--- src/rtl/rcc_lp_mode_ctrl.sv ---
`default_nettype none
// ============================================================================
// Module   : rcc_lp_mode_ctrl
// Brief    : Low-power sequencer: per-domain drain/stop handshake, system
//            stop entry and oscillator-restart wakeup, on the always-on HSI.
// Revision : 1.0 - initial release
// ============================================================================
module rcc_lp_mode_ctrl #(
    parameter int CNT_W       = 8,
    parameter int ACK_TIMEOUT = 64,
    parameter int STOP_DELAY  = 4,
    parameter int WAKE_DELAY  = 8
) (
    input  logic hsi_clk,
    input  logic sys_rst,
    input  logic c1_deepsleep,
    input  logic c2_deepsleep,
    input  logic c1_per_alloc_d2,
    input  logic c2_per_alloc_d1,
    input  logic d3_deepsleep,
    input  logic d1_idle_ack,
    input  logic d2_idle_ack,
    input  logic d1_wkup,
    input  logic d2_wkup,
    input  logic osc_rdy,
    output logic d1_stop_req,
    output logic d2_stop_req,
    output logic rcc_d1_stop,
    output logic rcc_d2_stop,
    output logic rcc_sys_stop,
    output logic osc_en,
    output logic sys_clk_sw_force,
    output logic ack_timeout_err
);

    typedef enum logic [1:0] {
        D_RUN  = 2'd0,
        D_REQ  = 2'd1,
        D_STOP = 2'd2
    } dom_state_t;

    typedef enum logic [2:0] {
        S_RUN   = 3'd0,
        S_ENTRY = 3'd1,
        S_STOP  = 3'd2,
        S_OSC   = 3'd3,
        S_WAKE  = 3'd4
    } sys_state_t;

    localparam logic [CNT_W-1:0] c_ack_last  = CNT_W'(ACK_TIMEOUT - 1);
    localparam logic [CNT_W-1:0] c_stop_last = CNT_W'(STOP_DELAY - 1);
    localparam logic [CNT_W-1:0] c_wake_last = CNT_W'(WAKE_DELAY - 1);

    sys_state_t       r_sys_state;
    sys_state_t       w_sys_nxt;
    logic [CNT_W-1:0] r_sys_cnt;
    logic [CNT_W-1:0] w_sys_cnt_nxt;
    logic             w_sys_run;
    logic             w_any_wkup;

    logic [1:0] w_ok;
    logic [1:0] w_wkup;
    logic [1:0] w_ack;
    logic [1:0] w_dom_stop;
    logic [1:0] w_dom_stop_nxt;
    logic [1:0] w_timeout;
    logic [1:0] w_stop_req;
    logic [1:0] w_rcc_stop;

    logic r_sys_stop;
    logic r_osc_en;
    logic r_sw_force;
    logic r_ack_err;

    // A domain may stop only if the other core is not using its peripherals
    assign w_ok[0]    = c1_deepsleep & (~c2_per_alloc_d1 | c2_deepsleep);
    assign w_ok[1]    = c2_deepsleep & (~c1_per_alloc_d2 | c1_deepsleep);
    assign w_wkup     = {d2_wkup, d1_wkup};
    assign w_ack      = {d2_idle_ack, d1_idle_ack};
    assign w_sys_run  = (r_sys_state == S_RUN);
    assign w_any_wkup = |w_wkup;

    for (genvar gi = 0; gi < 2; gi++) begin : g_dom
        dom_state_t       r_state;
        dom_state_t       w_nxt;
        logic [CNT_W-1:0] r_cnt;
        logic             w_abort;
        logic             w_to;
        logic             r_req;
        logic             r_stop;

        assign w_abort = w_wkup[gi] | ~w_ok[gi];

        always_comb begin
            w_nxt = r_state;
            w_to  = 1'b0;
            case (r_state)
                D_RUN:  if (w_ok[gi] & ~w_wkup[gi]) w_nxt = D_REQ;
                D_REQ: begin
                    if (w_abort)                w_nxt = D_RUN;
                    else if (w_ack[gi])         w_nxt = D_STOP;
                    else if (r_cnt == c_ack_last) begin
                        w_nxt = D_RUN;
                        w_to  = 1'b1;
                    end
                end
                // Held stopped until the system clock is running again
                D_STOP: if (w_abort & w_sys_run) w_nxt = D_RUN;
                default: w_nxt = D_RUN;
            endcase
        end

        always_ff @(posedge hsi_clk) begin
            if (sys_rst) begin
                r_state <= D_RUN;
                r_cnt   <= '0;
                r_req   <= 1'b0;
                r_stop  <= 1'b0;
            end else begin
                r_state <= w_nxt;
                r_cnt   <= (r_state == D_REQ && w_nxt == D_REQ) ? r_cnt + 1'b1 : '0;
                r_req   <= (w_nxt != D_RUN);
                r_stop  <= (w_nxt == D_STOP);
            end
        end

        assign w_dom_stop[gi]     = (r_state == D_STOP);
        assign w_dom_stop_nxt[gi] = (w_nxt == D_STOP);
        assign w_timeout[gi]      = w_to;
        assign w_stop_req[gi]     = r_req;
        assign w_rcc_stop[gi]     = r_stop;
    end

    always_comb begin
        w_sys_nxt     = r_sys_state;
        w_sys_cnt_nxt = '0;
        case (r_sys_state)
            // Entry uses the domains' next state so the delay starts on the
            // same edge the last domain stops
            S_RUN: if ((&w_dom_stop_nxt) & d3_deepsleep) w_sys_nxt = S_ENTRY;
            S_ENTRY: begin
                if (w_any_wkup | ~d3_deepsleep | ~(&w_dom_stop))
                    w_sys_nxt = S_RUN;
                else if (r_sys_cnt == c_stop_last)
                    w_sys_nxt = S_STOP;
                else
                    w_sys_cnt_nxt = r_sys_cnt + 1'b1;
            end
            S_STOP: if (w_any_wkup) w_sys_nxt = S_OSC;
            // Counter non-zero marks that osc_en has been high for a cycle
            S_OSC: begin
                w_sys_cnt_nxt = CNT_W'(1);
                if ((r_sys_cnt != '0) & osc_rdy) begin
                    w_sys_nxt     = S_WAKE;
                    w_sys_cnt_nxt = '0;
                end
            end
            S_WAKE: begin
                if (r_sys_cnt == c_wake_last)
                    w_sys_nxt = S_RUN;
                else
                    w_sys_cnt_nxt = r_sys_cnt + 1'b1;
            end
            default: w_sys_nxt = S_RUN;
        endcase
    end

    always_ff @(posedge hsi_clk) begin
        if (sys_rst) begin
            r_sys_state <= S_RUN;
            r_sys_cnt   <= '0;
            r_sys_stop  <= 1'b0;
            r_osc_en    <= 1'b1;
            r_sw_force  <= 1'b0;
            r_ack_err   <= 1'b0;
        end else begin
            r_sys_state <= w_sys_nxt;
            r_sys_cnt   <= w_sys_cnt_nxt;
            r_sys_stop  <= (w_sys_nxt == S_STOP) || (w_sys_nxt == S_OSC) ||
                           (w_sys_nxt == S_WAKE);
            r_osc_en    <= (w_sys_nxt != S_STOP);
            r_sw_force  <= (r_sys_state == S_WAKE) && (w_sys_nxt == S_RUN);
            r_ack_err   <= |w_timeout;
        end
    end

    assign d1_stop_req      = w_stop_req[0];
    assign d2_stop_req      = w_stop_req[1];
    assign rcc_d1_stop      = w_rcc_stop[0];
    assign rcc_d2_stop      = w_rcc_stop[1];
    assign rcc_sys_stop     = r_sys_stop;
    assign osc_en           = r_osc_en;
    assign sys_clk_sw_force = r_sw_force;
    assign ack_timeout_err  = r_ack_err;

endmodule
`default_nettype wire

--- config.mk ---
export PLATFORM = sky130hd
export DESIGN_NAME = rcc_lp_mode_ctrl
export DESIGN_NICKNAME = d
export VERILOG_FILES = /design/src/rtl/rcc_lp_mode_ctrl.sv
export SDC_FILE = /design/constraint.sdc
export NUM_CORES = 1
export LEC_CHECK = 0
export CORE_MARGIN = 10
export CORE_UTILIZATION = 49
export CTS_CLUSTER_SIZE = 28
export DETAILED_ROUTE_END_ITERATION = 16
export PLACE_DENSITY_LB_ADDON = 0.08
export SYNTH_ARGS = -nofsm -noshare
export SYNTH_HDL_FRONTEND = slang
export SYNTH_SLANG_ARGS = --single-unit
--- constraint.sdc ---
create_clock -name hsi_clk -period 1.6 [get_ports hsi_clk]
set_input_delay 0.24 -clock hsi_clk [delete_from_list [all_inputs] [get_ports hsi_clk]]
set_output_delay 0.24 -clock hsi_clk [all_outputs]
set_load 0.05 [all_outputs]
# Word level (Yosys, flattened, before mapping)

Cells that the tools add are included.

Bits in registers: 39
Bits of input ports: 12
Output and inout bits: 8
Logic and storage cells: 111

Equality and inequality tests: 20
Bitwise operators: 24
Mux-type cells: 32
Add/subtract/negate cells: 3
Reductions and logical operators: 18

Operators by type and width:

| operator            | count |
|---|---|
| $add 8x1->8 const B | 3 |
| $mux 8              | 3 |
| $pmux 8 s3          | 1 |
| $mux 2              | 10 |
| $mux 3              | 6 |
| $eq 8x6->1 const B  | 2 |
| $pmux 3 s5          | 1 |
| $eq 3x2->1 const B  | 4 |
| $pmux 2 s3          | 2 |
| $not 1->1           | 10 |
| $mux 1              | 9 |
| $and 1x1->1         | 8 |
| $eq 2x1->1 const B  | 4 |
| $eq 2x2->1 const B  | 4 |
| $eq 8x2->1 const B  | 1 |
| $eq 8x3->1 const B  | 1 |
| $reduce_bool 8->1   | 1 |
| $reduce_or 2->1     | 4 |
| $eq 3x3->1 const B  | 2 |
| $logic_not 3->1     | 2 |
| $or 1x1->1          | 6 |
| $logic_not 2->1     | 2 |
| $reduce_and 2->1    | 2 |
| $reduce_bool 2->1   | 2 |
| other kinds (4)     | 7 |

# Depth between registers and ports, before layout

Gate-level depths: netlist of the first run.

Depth after elaboration: 16
Depth in mapped cells: 6
Mapped depth without buffers: 6

# Worst setup path before layout of the first run

Ideal clock, no wire load.

Path kind: register -> register
Start: register g_dom[1].r_cnt[0]
End: register g_dom[1].r_req, in the netlist d2_stop_req
Stages on the path, launching flop included: 7
Library setup time: 123 ps
Slack: -16 ps
Required time: 1477 ps
Path buffers: 0
Arrival: 1492 ps
Clock period less this slack: 1616 ps
Path through: dfxtp_1 ha_1 nand3_1 nor4_1 o21ai_0 nor4b_1 or2_2

Word-level cells in the longest chain between the ends: 6

RTL lines:

| what                     | line | text |
|---|---|---|
| start: declaration       | 86   | `logic [CNT_W-1:0] r_cnt;` |
| start signal: assignment | 121  | `r_cnt <= (r_state == D_REQ && w_nxt == D_REQ) ? r_cnt + 1'b1 : '0;` |
| $eq 8x6->1               | 102  | `else if (r_cnt == c_ack_last) begin` |
| $mux 2                   | 102  |  |
| $mux 2                   | 101  | `else if (w_ack[gi]) w_nxt = D_STOP;` |
| $mux 2                   | 100  | `if (w_abort) w_nxt = D_RUN;` |
| $pmux 2 s3               | 97   | `case (r_state)` |
| $reduce_bool 2->1        | 122  | `r_req <= (w_nxt != D_RUN);` |
| end signal: assignment   | 122  |  |
| end: declaration         | 89   | `logic r_req;` |

Every way passes these cells.
A chain may end at the register's enable or synchronous reset.

# Final worst setup path of the first run

Start: register r_sys_state[1]
End: register r_osc_en, in the netlist osc_en

Word-level cells in the longest chain between the ends: 10
Elaborated cells between the ends (all ways): 23
Classes of those cells: eq/ne: 7; mux: 11; bitwise: 3; reduce/logical: 2

RTL lines:

| what                     | line    | text |
|---|---|---|
| start: declaration       | 54      | `sys_state_t r_sys_state;` |
| start signal: assignment | 177     | `r_sys_state <= w_sys_nxt;` |
| $logic_not 3->1          | 80, 137 |  |
| $and 1x1->1              | 108     | `D_STOP: if (w_abort & w_sys_run) w_nxt = D_RUN;` |
| $mux 2                   | 108     |  |
| $pmux 2 s3               | 97      |  |
| $eq 2x2->1               | 128     | `assign w_dom_stop_nxt[gi] = (w_nxt == D_STOP);` |
| $reduce_and 2->1         | 140     | `S_RUN: if ((&w_dom_stop_nxt) & d3_deepsleep) w_sys_nxt = S_ENTRY;` |
| $and 1x1->1              | 140     |  |
| $mux 3                   | 140     |  |
| $pmux 3 s5 *             | 137     | `case (r_sys_state)` |
| $ne 3x2->1 *             | 181     | `r_osc_en <= (w_sys_nxt != S_STOP);` |
| end signal: assignment   | 181     |  |
| end: declaration         | 71      | `logic r_osc_en;` |

Mark *: on every way between the ends. The rest lies on a longest branch, timed or not.

==> summary.md, run 1 <==
| Metric | Value |
|---|---|
| Run status | `finished, final reports clean` |
| Number of synthesized flops with an enable pin | `0` |
| Die width | `79.39 um` |
| Worst Hold End | `g_dom[1].r_state[0]$_SDFF_PP0_` |
| Critical register-to-register path startpoint | `r_sys_state[1]$_SDFF_PP0_` |
| Worst-path cell with the longest stage delay | `sky130_fd_sc_hd__or3_4` |
| Critical path, cell by cell | `or3_4 -> o21bai_1 -> a32o_2 -> a211oi_2 -> nand2_1` |
| Count of routing violations after the opening detailed-route iteration | `44` |
| Number of iterations in the first detailed-routing pass | `4` |
| Average routed wire per standard cell | `12.93 um` |
| Detail Route Antenna Nets | `0` |
| Routed wire length on met2 | `around 1900 um` |
| Cell row count | `21` |
| Initial standard-cell utilization of the core | `51.38%` |
| Most common flop cell mapped by yosys | `sky130_fd_sc_hd__dfxtp_1` |
| WL met3 | `188 um` |
| Number of warnings issued by yosys | `0` |
| Leading cell type in the layout, fill and taps excluded | `sky130_fd_sc_hd__buf_4` |
| Critical Path RT | `about 1800 ps` |
| Source of the worst hold timing path | `g_dom[1].r_state[1]$_SDFF_PP0_` |
| Hold Path Depth | `1` |
| Topmost layer with routed signal wires | `met4` |
| Height of the die | `79.39 um` |
| Slew HR | `between 70% and 80%` |
| Cell area power density | `687.8 nW/um^2` |
| Fraction of synthesis flops using an asynchronous set or reset pin | `0%` |
| Switch Pwr | `around 0.00035 W` |
| Number of cells on the worst reg-to-reg path | `5` |
| Cells after DPL | `roughly 280` |
| Classification of the worst-slack hold path | `flip-flop to flip-flop` |
| Clock transition time at the flip-flop clock pins of the worst setup and hold paths | `between 100 and 150 ps` |
| Area of the die | `6302 um^2` |
| Fraction of final layout cells with drive strength greater than 1 | `roughly 30%` |
| Via count of the first global-routing pass | `approximately 1500` |
| Biggest cell delay along the critical path | `about 400 ps` |
| CP max FO | `4` |
| Setup slack of the most critical reg-to-reg path | `between 20 and 25 ps` |
| DRC viols | `0` |
| Number of max-cap violations | `0` |
| Total via count after detailed routing | `~1500` |
| Switching share of power | `around 22%` |
| Net count of the finished layout | `between 200 and 300` |
| Synthesized flop and latch total | `39` |
| Dominant cell type by area after synthesis | `sky130_fd_sc_hd__dfxtp_1` |
| Final hold violations | `0` |
| Filler-free cell count of the finished design | `a little under 300` |
| Leakage | `between 0.8 and 0.9 nW` |
| Max-slew violations | `0` |
| CTS HTree Levels | `2` |
| Kind of launch point of the worst setup path | `flip-flop` |
| Portion of total power attributed to the clock network | `31.9%` |
| Setup Skew | `about 5 ps` |
| Routability congestion estimate from global placement | `0.8892` |
| Cell at the root of the clock tree | `sky130_fd_sc_hd__clkbuf_4` |
| Area post-placement | `around 2100 um^2` |
| Part of the power in combinational logic | `a little over 6%` |
| Mean number of vias per cell | `around 5.2` |
| Number of sinks on the clock net | `39` |
| Gate count after technology mapping | `~190` |
| Logic depth of the worst setup path including buffers | `5` |
| Final design area excluding fillers | `about 2300 um^2` |
| End of the worst register-to-register path | `osc_en$_SDFF_PP1_` |
| Register area share after synthesis | `between 40% and 50%` |
| Most frequent cells in the layout | `36 x sky130_fd_sc_hd__buf_4, 34 x sky130_fd_sc_hd__dfxtp_1, 33 x sky130_fd_sc_hd__nor2_1` |
| Synthesized cell area | `roughly 1700 um^2` |
| First-pass GRT wire length | `about 6500 um` |
| Count of different cell masters after synthesis | `46` |
| Synth-to-layout area growth | `32.80%` |
| Standard cell core area | `3363 um^2` |
| Net Count, Synth | `209` |
| Half-perimeter wire length of the detailed placement result | `2930 um` |
| Critical path type | `flip-flop to flip-flop` |
| Part of the total power dissipated in sequential elements | `between 60% and 70%` |
| Endpoint kind of the worst setup timing path | `flip-flop` |
| Hold slack | `about 460 ps` |
| Worst path buffer plus inverter count | `0` |
| Setup repair after global routing missed its margin | `yes` |
| Pint | `between 0.001 and 0.0015 W` |
| Number of buffers created by CTS | `5` |
| Ratio of final minimum period to clock period | `between 90 and 100%` |
| Yosys top cell area share | `between 40 and 50%` |
| Initial antenna violation count | `0` |
| Antenna Diode Count | `0` |
| Setup Viol. Count Final | `0` |
| Post-Route WL | `3749 um` |
| Achievable clock frequency | `0.6340 GHz` |
| Avg Inst Size Synth | `approximately 9 um^2` |
| Overflow left after global routing | `0` |
| Family with the most delay on the worst path | `compound AO/OA/AOI/OAI gates` |
| Final design utilization | `between 60% and 70%` |
| TritonCTS clock tree | `done` |
| Met1 routed wirelength after detailed routing | `around 1600 um` |
| Worst vdd ir | `between 0.0003 and 0.0004 V` |
| Total I/O pin count | `20` |
| Maximum clock path buffer count | `2` |
| Aggregate global-route resource usage | `about an eighth` |
| Time the final worst path needs with I/O delays and setup | `about 1600 ps` |
| Largest net degree at the start of global routing | `12` |
| Insertion delay to the later sink of the worst-skew pair | `~340 ps` |
| Arrival @ worst endpoint | `1810 ps` |
| Port-buffer cells | `19` |
| Tightest Pin Transition | `approximately 330 ps` |
| Top area cells in the synthesized netlist | `sky130_fd_sc_hd__dfxtp_1 45%, sky130_fd_sc_hd__nor2_1 7.4%, sky130_fd_sc_hd__xor2_1 5.6%` |
## layer usage
layer / global-route usage, % / up-vias
li1: - / 770
met1: 13.70 / 709
met2: 21.62 / 26
met3: 4.730 / 8
met4: 4.480 / 0
met5: 0 / -
## how the worst max path moves through the flow
| stage | from | endpoint |
|---|---|---|
| 4_1_cts | d2_wkup | r_sys_cnt[3]$_SDFF_PP0_ |
| 3_5_place_dp | d2_wkup | r_sys_cnt[3]$_SDFF_PP0_ |
| 3_3_place_gp | c1_deepsleep | g_dom[1].r_cnt[4]$_SDFF_PP0_ |
| 5_1_grt | r_sys_state[1]$_SDFF_PP0_ | osc_en$_SDFF_PP1_ |
| 2_1_floorplan | g_dom[1].r_cnt[0]$_SDFF_PP0_ | d2_stop_req$_SDFF_PP0_ |
| 6_report | r_sys_state[1]$_SDFF_PP0_ | osc_en$_SDFF_PP1_ |
## worst register-to-register path: cells and delay by family (launching register included)
kind	cells	cell delay, ps
flops	1	330
compound gates	3	680
simple gates	2	470
## flip-flops by register name, indices dropped and copies added, names as in the netlist
register	flops
osc_en	1
ack_timeout_err	1
d2_stop_req	1
g_dom.r_cnt	16
sys_clk_sw_force	1
rcc_d2_stop	1
d1_stop_req	1
r_sys_cnt	8
rcc_sys_stop	1
rcc_d1_stop	1
r_sys_state	3
g_dom.r_state	4
## timing repair
action,4_1_cts,5_1_grt
gates resized for setup,2,21
pin swaps,1,9
buffers inserted,0,2
endpoints found under the setup margin,5,21
hold buffers,0,0
## cells in the mapped netlist, drive strengths merged (2+ instances only)
cell,instances
dfxtp,39
nor2,34
nand3,12
nand2,11
xor2,11
inv,8
o21ai,7
nor2b,6
xnor2,6
a21oi,5
and3,4
ha,4
nand4,4
nor3b,3
nor4b,3
or2,3
and2,2
buf,2
nand2b,2
nand3b,2
nor3,2
nor4,2
## cell type report
cell class                 instances  area [um^2]
tap                               46        57.56
inverter                           8        30.03
multi-input combinational        143        983.4
timing repair buffer              47        380.4
fill                             297         1069
sequential                        39        787.0
clock buffer                       6        51.30
clock inverter                     1        5.005
## kinds of logic (layout without fill, tap and decap cells)
logic type | count (synthesis) | after routing | synth area share, %
DFF | 39 | 39 | 45.18
muxes | 1 | 1 | 0.6517
xor gates and xnor gates | 17 | 17 | 8.617
buffers and inverters | 11 | 62 | 2.896
and+or+nand+nor | 97 | 97 | 30.05
adders and majority gates | 4 | 4 | 2.897
AOI/OAI and AO/OA | 24 | 24 | 9.704
## through the flow
stage	power (W)	setup TNS [ps]	worst slack [ps]
6_report	0.001578	0	22.79
5_1_grt	0.001641	-92.19	-59.08
4_1_cts	0.001594	0	16.02
3_5_place_dp	0.001093	-6181	-341.1
3_3_place_gp	0.001092	-4422	-250.7
2_1_floorplan	0.001037	0	39.27
## power groups by stage
stage | logic [W] | registers [W] | clock network (W)
floorplan | 0.0000270 | 0.00101 | 0
global placement | 0.0000917 | 0.00100 | 0
detailed placement | 0.0000928 | 0.00100 | 0
CTS | 0.0000936 | 0.000978 | 0.000522
global route | 0.000103 | 0.000979 | 0.000559
finish | 0.0000968 | 0.000978 | 0.000504
Note: power is estimated with default switching activity, not from simulation.
==> run 2: changes to the inputs <==
--- a/config.mk
+++ b/config.mk
@@ -5,6 +5,7 @@
 export SDC_FILE = /design/constraint.sdc
 export NUM_CORES = 1
 export LEC_CHECK = 0
+export CORE_ASPECT_RATIO = 0.9
 export CORE_MARGIN = 10
 export CORE_UTILIZATION = 49
 export CTS_CLUSTER_SIZE = 28
==> summary.md, run 2 (synthesis results as in run 1) <==
| Metric | Value |
|---|---|
| Number of cells on the worst reg-to-reg path | `5 (unchanged)` |
| Area of the die | `6305 um^2 (about the same)` |
| TritonCTS clock tree | `done` |
| Register with the highest flop count | `g_dom.r_cnt` |
| Total I/O pin count | `20 (unchanged)` |
| Filler cell count in the final layout | `264 (-11%)` |
| Critical Path RT | `1760 ps (-80 ps)` |
| Leakage | `0.8976 nW (+3.5%)` |
| Cell at the root of the clock tree | `sky130_fd_sc_hd__clkbuf_8` |
| Final design utilization | `69.11% (+0.88 points)` |
| Achievable clock frequency | `0.6232 GHz (-1.7%)` |
| Flip-flop count of the largest register after layout | `16 (unchanged)` |
| Setup Skew | `4.459 ps (-0.6108 ps)` |
| Mean number of vias per cell | `5.197 (-0.38%)` |
| Run status | `finished with violations` |
| Endpoint kind of the worst setup timing path | `flip-flop` |
| Post-placement setup slack | `-335.6 ps (+5.485 ps)` |
| Average routed wire per standard cell | `13.67 um (+5.7%)` |
| Hold slack | `461.6 ps (-1.145 ps)` |
| Standard cell core area | `3378 um^2 (+0.45%)` |
| Final design area excluding fillers | `2335 um^2 (+1.7%)` |
| Biggest registers after layout | `g_dom.r_cnt x16, r_sys_cnt x8, g_dom.r_state x4` |
| Violations in the final reports | `setup timing` |
| Total via count after detailed routing | `1502 (-0.73%)` |
| Synth-to-layout area growth | `35.12%` |
| Count of routing violations after the opening detailed-route iteration | `57 (+30%)` |
| Slew HR | `77.85% (+0.46 points)` |
| Port-buffer cells | `19 (unchanged)` |
| Clock transition time at the flip-flop clock pins of the worst setup and hold paths | `70 ps (-40 ps)` |
| Cell row count | `20 (-4.8%)` |
| Area post-placement | `2135 um^2 (-0.12%)` |
| Detail Route Antenna Nets | `0 (unchanged)` |
| Hold Path Depth | `1 (unchanged)` |
| Aggregate global-route resource usage | `12.44% (-0.087 points)` |
| CTS HTree Levels | `2 (unchanged)` |
| Routability congestion estimate from global placement | `0.8218 (-7.6%)` |
| Critical path type | `flip-flop to flip-flop` |
| Post-Route WL | `3950 um (+5.4%)` |
| Overflow left after global routing | `0 (unchanged)` |
| Arrival @ worst endpoint | `1770 ps (-40 ps)` |
| Initial antenna violation count | `0 (unchanged)` |
| Final hold violations | `0 (unchanged)` |
| Time the final worst path needs with I/O delays and setup | `1604 ps (+27.29 ps)` |
| Most frequent cells in the layout | `37 x sky130_fd_sc_hd__buf_4, 34 x sky130_fd_sc_hd__dfxtp_1, 33 x sky130_fd_sc_hd__nor2_1` |
| Kind of launch point of the worst setup path | `flip-flop` |
| Leading cell type in the layout, fill and taps excluded | `sky130_fd_sc_hd__buf_4` |
| Sequential standard cell area | `787.0 um^2 (unchanged)` |
| Insertion delay to the later sink of the worst-skew pair | `280 ps (-60 ps)` |
| Max-slew violations | `0 (unchanged)` |
| Tightest Pin Transition | `329.8 ps (-4.679 ps)` |
| Area of combinational cells with multiple inputs | `984.7 um^2 (+0.13%)` |
| Antenna Diode Count | `0 (unchanged)` |
| Number of iterations in the first detailed-routing pass | `4 (unchanged)` |
| Cell area power density | `739.0 nW/um^2 (+7.4%)` |
| Number of sinks on the clock net | `39 (unchanged)` |
| First-pass GRT wire length | `6382 um (-1.8%)` |
| Setup Viol. Count Final | `1 (+1)` |
| Initial standard-cell utilization of the core | `51.15% (-0.23 points)` |
| Final worst setup slack | `-4.498 ps (-27.29 ps)` |
| CP max FO | `3 (-1)` |
| Number of buffers created by CTS | `5 (unchanged)` |
| Via count of the first global-routing pass | `1503 (-1.4%)` |
| Number of max-cap violations | `0 (unchanged)` |
| Net count of the finished layout | `261 (+0.38%)` |
| Ratio of final minimum period to clock period | `100.3% (+1.7 points)` |
| # hold bufs at CTS | `0 (unchanged)` |
| Total power | `0.001725 W (+9.3%)` |
| Setup repair after global routing missed its margin | `yes` |
| Classification of the worst-slack hold path | `flip-flop to flip-flop` |
| Half-perimeter wire length of the detailed placement result | `2975 um (+1.5%)` |
| Height of the die | `76.34 um (-3.8%)` |
| Worst vdd ir | `0.0004551 V (+20%)` |
| Die width | `82.60 um (+4.0%)` |
| DRC viols | `0 (unchanged)` |
| Fraction of final layout cells with drive strength greater than 1 | `29.80% (+0.29 points)` |
| Largest net degree at the start of global routing | `12 (unchanged)` |
| Maximum clock path buffer count | `2 (unchanged)` |
-- run 2: cell count changes in the layout (fill, tap and decap cells not counted), sizes merged --
cell | previous run | this run
buf | 36 | 37
clkdlybuf4s50 | 11 | 10
dlymetal6s2s | 0 | 1
-- run 2: per-stage QoR --
stage	setup TNS, ps	instances
after floorplan	0	193
after global placement	-4994	279
after detailed placement	-6050	279
after CTS	0	286
after global routing	-143.2	289
final	-4.498	289
-- run 2: final cells by class --
class / count / share of cell area (%)
flip-flops and latches: 39 / 33.71
well taps: 44 / 2.358
multi-input cells: 143 / 42.18
inverters: 8 / 1.286
repair buffers: 48 / 16.72
clock inverters: 1 / 0.2144
clock buffers: 6 / 3.537
-- run 2: repair_timing --
action                                  4_1_cts  5_1_grt
buffers inserted                              0        3
pin swaps                                     2        7
resized for setup                             3       21
endpoints found under the setup margin       10       29
-- run 2: worst paths after layout --
kind                                    endpoint  slack [ps]                      startpoint
setup / recovery               osc_en$_SDFF_PP1_          -4       r_sys_state[1]$_SDFF_PP0_
hold / removal    g_dom[1].r_state[0]$_SDFF_PP0_         460  g_dom[1].r_state[1]$_SDFF_PP0_
setup reg to reg               osc_en$_SDFF_PP1_          -4       r_sys_state[1]$_SDFF_PP0_
hold reg to reg   g_dom[1].r_state[0]$_SDFF_PP0_         460  g_dom[1].r_state[1]$_SDFF_PP0_
-- run 2: worst max-delay path, cell delays in order (launching register included) --
cell and delay (ps):
sky130_fd_sc_hd__dfxtp_2 320, sky130_fd_sc_hd__or3_4 390, sky130_fd_sc_hd__o21bai_1 180, sky130_fd_sc_hd__a32o_2 250
sky130_fd_sc_hd__a211oi_2 260, sky130_fd_sc_hd__nand2_1 90
-- run 2: where the power goes --
| group | switching, W | total, W | internal (W) |
|---|---|---|---|
| logic | 0.0000465 | 0.0000971 | 0.0000505 |
| registers | 0.00000293 | 0.000978 | 0.000975 |
| clock network | 0.000312 | 0.000650 | 0.000338 |
| total | 0.000362 | 0.00173 | 0.00136 |
-- run 2: routing by layer --
metal	vias up	global-route usage, %	part of all wire, %
li1	772	-	-
met4	0	4.515	1.1
met1	706	13.86	44
met3	5	3.302	4.9
met5	-	0	0
met2	19	21.62	50
==> run 3: changes to the inputs <==
--- a/config.mk
+++ b/config.mk
@@ -10,7 +10,9 @@
 export CORE_UTILIZATION = 49
 export CTS_CLUSTER_SIZE = 28
 export DETAILED_ROUTE_END_ITERATION = 16
+export GPL_TIMING_DRIVEN = 1
 export PLACE_DENSITY_LB_ADDON = 0.08
+export SKIP_CTS_REPAIR_TIMING = 1
 export SYNTH_ARGS = -nofsm -noshare
 export SYNTH_HDL_FRONTEND = slang
 export SYNTH_SLANG_ARGS = --single-unit
==> summary.md, run 3 (synthesis results as in run 1) <==
| Metric | Value |
|---|---|
| Cell row count | `20 (unchanged)` |
| Kind of launch point of the worst setup path | `flip-flop` |
| Antenna Diode Count | `0 (unchanged)` |
| Final design utilization | `68.04% (-1.1 points)` |
| Family with the most delay on the worst path | `compound AO/OA/AOI/OAI gates` |
| Achievable clock frequency | `0.6229 GHz (about the same)` |
| Violations in the final reports | `setup timing` |
| Initial antenna violation count | `0 (unchanged)` |
| Flip-flop count of the largest register after layout | `16 (unchanged)` |
| Count of routing violations after the opening detailed-route iteration | `63 (+11%)` |
| CP max FO | `3 (unchanged)` |
| Overflow left after global routing | `0 (unchanged)` |
| Height of the die | `76.34 um (unchanged)` |
| Standard cell core area | `3378 um^2 (unchanged)` |
| Most frequent cells in the layout | `36 x sky130_fd_sc_hd__buf_4, 35 x sky130_fd_sc_hd__dfxtp_1, 33 x sky130_fd_sc_hd__nor2_1` |
| Cell area power density | `750.0 nW/um^2 (+1.5%)` |
| Arrival @ worst endpoint | `1770 ps (about the same)` |
| Port-buffer cells | `19 (unchanged)` |
| Worst path buffer plus inverter count | `0 (unchanged)` |
| Worst vdd ir | `0.0004549 V (about the same)` |
| Classification of the worst-slack hold path | `flip-flop to flip-flop` |
| Total I/O pin count | `20 (unchanged)` |
| Average routed wire per standard cell | `13.70 um (+0.22%)` |
| Setup repair after global routing missed its margin | `yes` |
| Critical path type | `flip-flop to flip-flop` |
| Hold slack | `459.0 ps (-2.624 ps)` |
| Biggest cell delay along the critical path | `390 ps (about the same)` |
| Filler cell count in the final layout | `268 (+1.5%)` |
| Launching element of the worst setup path | `r_sys_state[1]$_SDFF_PP0_` |
| Synth-to-layout area growth | `33.02%` |
| Slew HR | `77.81% (about the same)` |
| Register with the highest flop count | `g_dom.r_cnt` |
| Number of buffers created by CTS | `5 (unchanged)` |
| Post-placement setup slack | `-335.6 ps (unchanged)` |
| Worst-path cell with the longest stage delay | `sky130_fd_sc_hd__or3_4` |
| Leakage | `0.8939 nW (-0.41%)` |
| Number of iterations in the first detailed-routing pass | `4 (unchanged)` |
| Number of sinks on the clock net | `39 (unchanged)` |
| Setup Viol. Count Final | `1 (unchanged)` |
| Area of the die | `6305 um^2 (unchanged)` |
| Setup slack of the most critical reg-to-reg path | `-5 ps (about the same)` |
| Leading cell type in the layout, fill and taps excluded | `sky130_fd_sc_hd__buf_4` |
| Mean number of vias per cell | `5.188 (-0.19%)` |
| End of the worst register-to-register path | `osc_en$_SDFF_PP1_` |
| Setup Skew | `4.737 ps (+0.2778 ps)` |
| Max-slew violations | `0 (unchanged)` |
| Detail Route Antenna Nets | `0 (unchanged)` |
| Clock transition time at the flip-flop clock pins of the worst setup and hold paths | `70 ps (about the same)` |
| Final worst setup slack | `-5.341 ps (-0.8437 ps)` |
| Final hold violations | `0 (unchanged)` |
| Biggest registers after layout | `g_dom.r_cnt x16, r_sys_cnt x8, g_dom.r_state x4` |
| Routability congestion estimate from global placement | `0.8218 (unchanged)` |
| Largest net degree at the start of global routing | `12 (unchanged)` |
| Initial standard-cell utilization of the core | `51.15% (unchanged)` |
| Total via count after detailed routing | `1494 (-0.53%)` |
| Critical path, cell by cell | `or3_4 -> o21bai_1 -> a32o_2 -> a211oi_2 -> nand2_1` |
| Run status | `finished with violations` |
| CTS HTree Levels | `2 (unchanged)` |
| Die width | `82.60 um (unchanged)` |
| Critical register-to-register path startpoint | `r_sys_state[1]$_SDFF_PP0_` |
| Tightest Pin Transition | `330.3 ps (+0.5615 ps)` |
| Post-Route WL | `3945 um (-0.13%)` |
| TritonCTS clock tree | `done` |
| Ratio of final minimum period to clock period | `100.3% (about the same)` |
| Cell at the root of the clock tree | `sky130_fd_sc_hd__clkbuf_8` |
| Timing endpoint of the critical path | `osc_en$_SDFF_PP1_` |
| Number of cells on the worst reg-to-reg path | `5 (unchanged)` |
| First-pass GRT wire length | `6348 um (-0.53%)` |
| Insertion delay to the later sink of the worst-skew pair | `280 ps (about the same)` |
| Cells after DPL | `279 (unchanged)` |
| Aggregate global-route resource usage | `12.37% (-0.070 points)` |
| DRC viols | `0 (unchanged)` |
| Number of max-cap violations | `0 (unchanged)` |
| Fraction of final layout cells with drive strength greater than 1 | `27.87% (-1.9 points)` |
| Logic depth of the worst setup path including buffers | `5 (unchanged)` |
| Net count of the finished layout | `260 (-0.38%)` |
| Filler-free cell count of the finished design | `288 (-0.35%)` |
| Critical Path RT | `1760 ps (about the same)` |
| Via count of the first global-routing pass | `1500 (-0.20%)` |
| Time the final worst path needs with I/O delays and setup | `1605 ps (+0.8437 ps)` |
| Half-perimeter wire length of the detailed placement result | `2975 um (unchanged)` |
| Maximum clock path buffer count | `2 (unchanged)` |
| Endpoint kind of the worst setup timing path | `flip-flop` |
## run 3: changes by cell type in the layout (fill, tap and decap cells not counted)
cell and delta:
sky130_fd_sc_hd__buf_4 -1, sky130_fd_sc_hd__dfxtp_1 +1, sky130_fd_sc_hd__dfxtp_2 -1, sky130_fd_sc_hd__ha_1 +1, sky130_fd_sc_hd__ha_4 -1, sky130_fd_sc_hd__nand2_1 +1
sky130_fd_sc_hd__nand2_2 -1, sky130_fd_sc_hd__nand3_1 +1, sky130_fd_sc_hd__nand3_4 -1, sky130_fd_sc_hd__o21ai_0 +1, sky130_fd_sc_hd__o21ai_1 -1
## run 3: area by class of cell
type | instances | area (um^2) | area share [%]
well taps | 44 | 55.05 | 2.395
multi-input cells | 143 | 957.2 | 41.64
flip-flops and latches | 39 | 785.8 | 34.19
inverters | 8 | 30.03 | 1.306
clock inverters | 1 | 5.005 | 0.2177
clock buffers | 6 | 82.58 | 3.593
repair buffers | 47 | 382.9 | 16.66
## run 3: metal layers
| layer | wire [um] | GRT usage, % |
|---|---|---|
| met5 | 0 | 0 |
| met4 | 45 | 4.515 |
| met3 | 177 | 3.302 |
| met2 | 1963 | 21.62 |
| met1 | 1758 | 13.66 |
## run 3: per-stage QoR
| stage | setup TNS, ps | cell area [um^2] | power (W) |
|---|---|---|---|
| 6_report | -5.341 | 2298 | 0.001724 |
| 5_1_grt | -165.6 | 2298 | 0.001786 |
| 3_3_place_gp | -4994 | 2135 | 0.001092 |
| 2_1_floorplan | 0 | 1734 | 0.001037 |
| 4_1_cts | -270.2 | 2222 | 0.001734 |
| 3_5_place_dp | -6050 | 2135 | 0.001093 |
## run 3: where the power goes
group | leakage [nW] | internal (W) | switching [W] | total (W)
registers | 0.317 | 0.000975 | 0.00000292 | 0.000978
clock network | 0.0470 | 0.000338 | 0.000311 | 0.000649
logic | 0.530 | 0.0000504 | 0.0000462 | 0.0000966
## run 3: worst min-delay path by stage
stage	start	endpoint	slack, ps	cells past startpoint
3_3_place_gp	r_sys_cnt[0]$_SDFF_PP0_	r_sys_cnt[0]$_SDFF_PP0_	470	1
5_1_grt	g_dom[1].r_state[1]$_SDFF_PP0_	g_dom[1].r_state[0]$_SDFF_PP0_	500	1
6_report	g_dom[1].r_state[1]$_SDFF_PP0_	g_dom[1].r_state[0]$_SDFF_PP0_	460	1
4_1_cts	g_dom[1].r_state[1]$_SDFF_PP0_	g_dom[1].r_state[0]$_SDFF_PP0_	510	1
3_5_place_dp	g_dom[1].r_state[1]$_SDFF_PP0_	g_dom[1].r_state[0]$_SDFF_PP0_	490	1
2_1_floorplan	sys_rst	g_dom[1].r_state[0]$_SDFF_PP0_	330	1
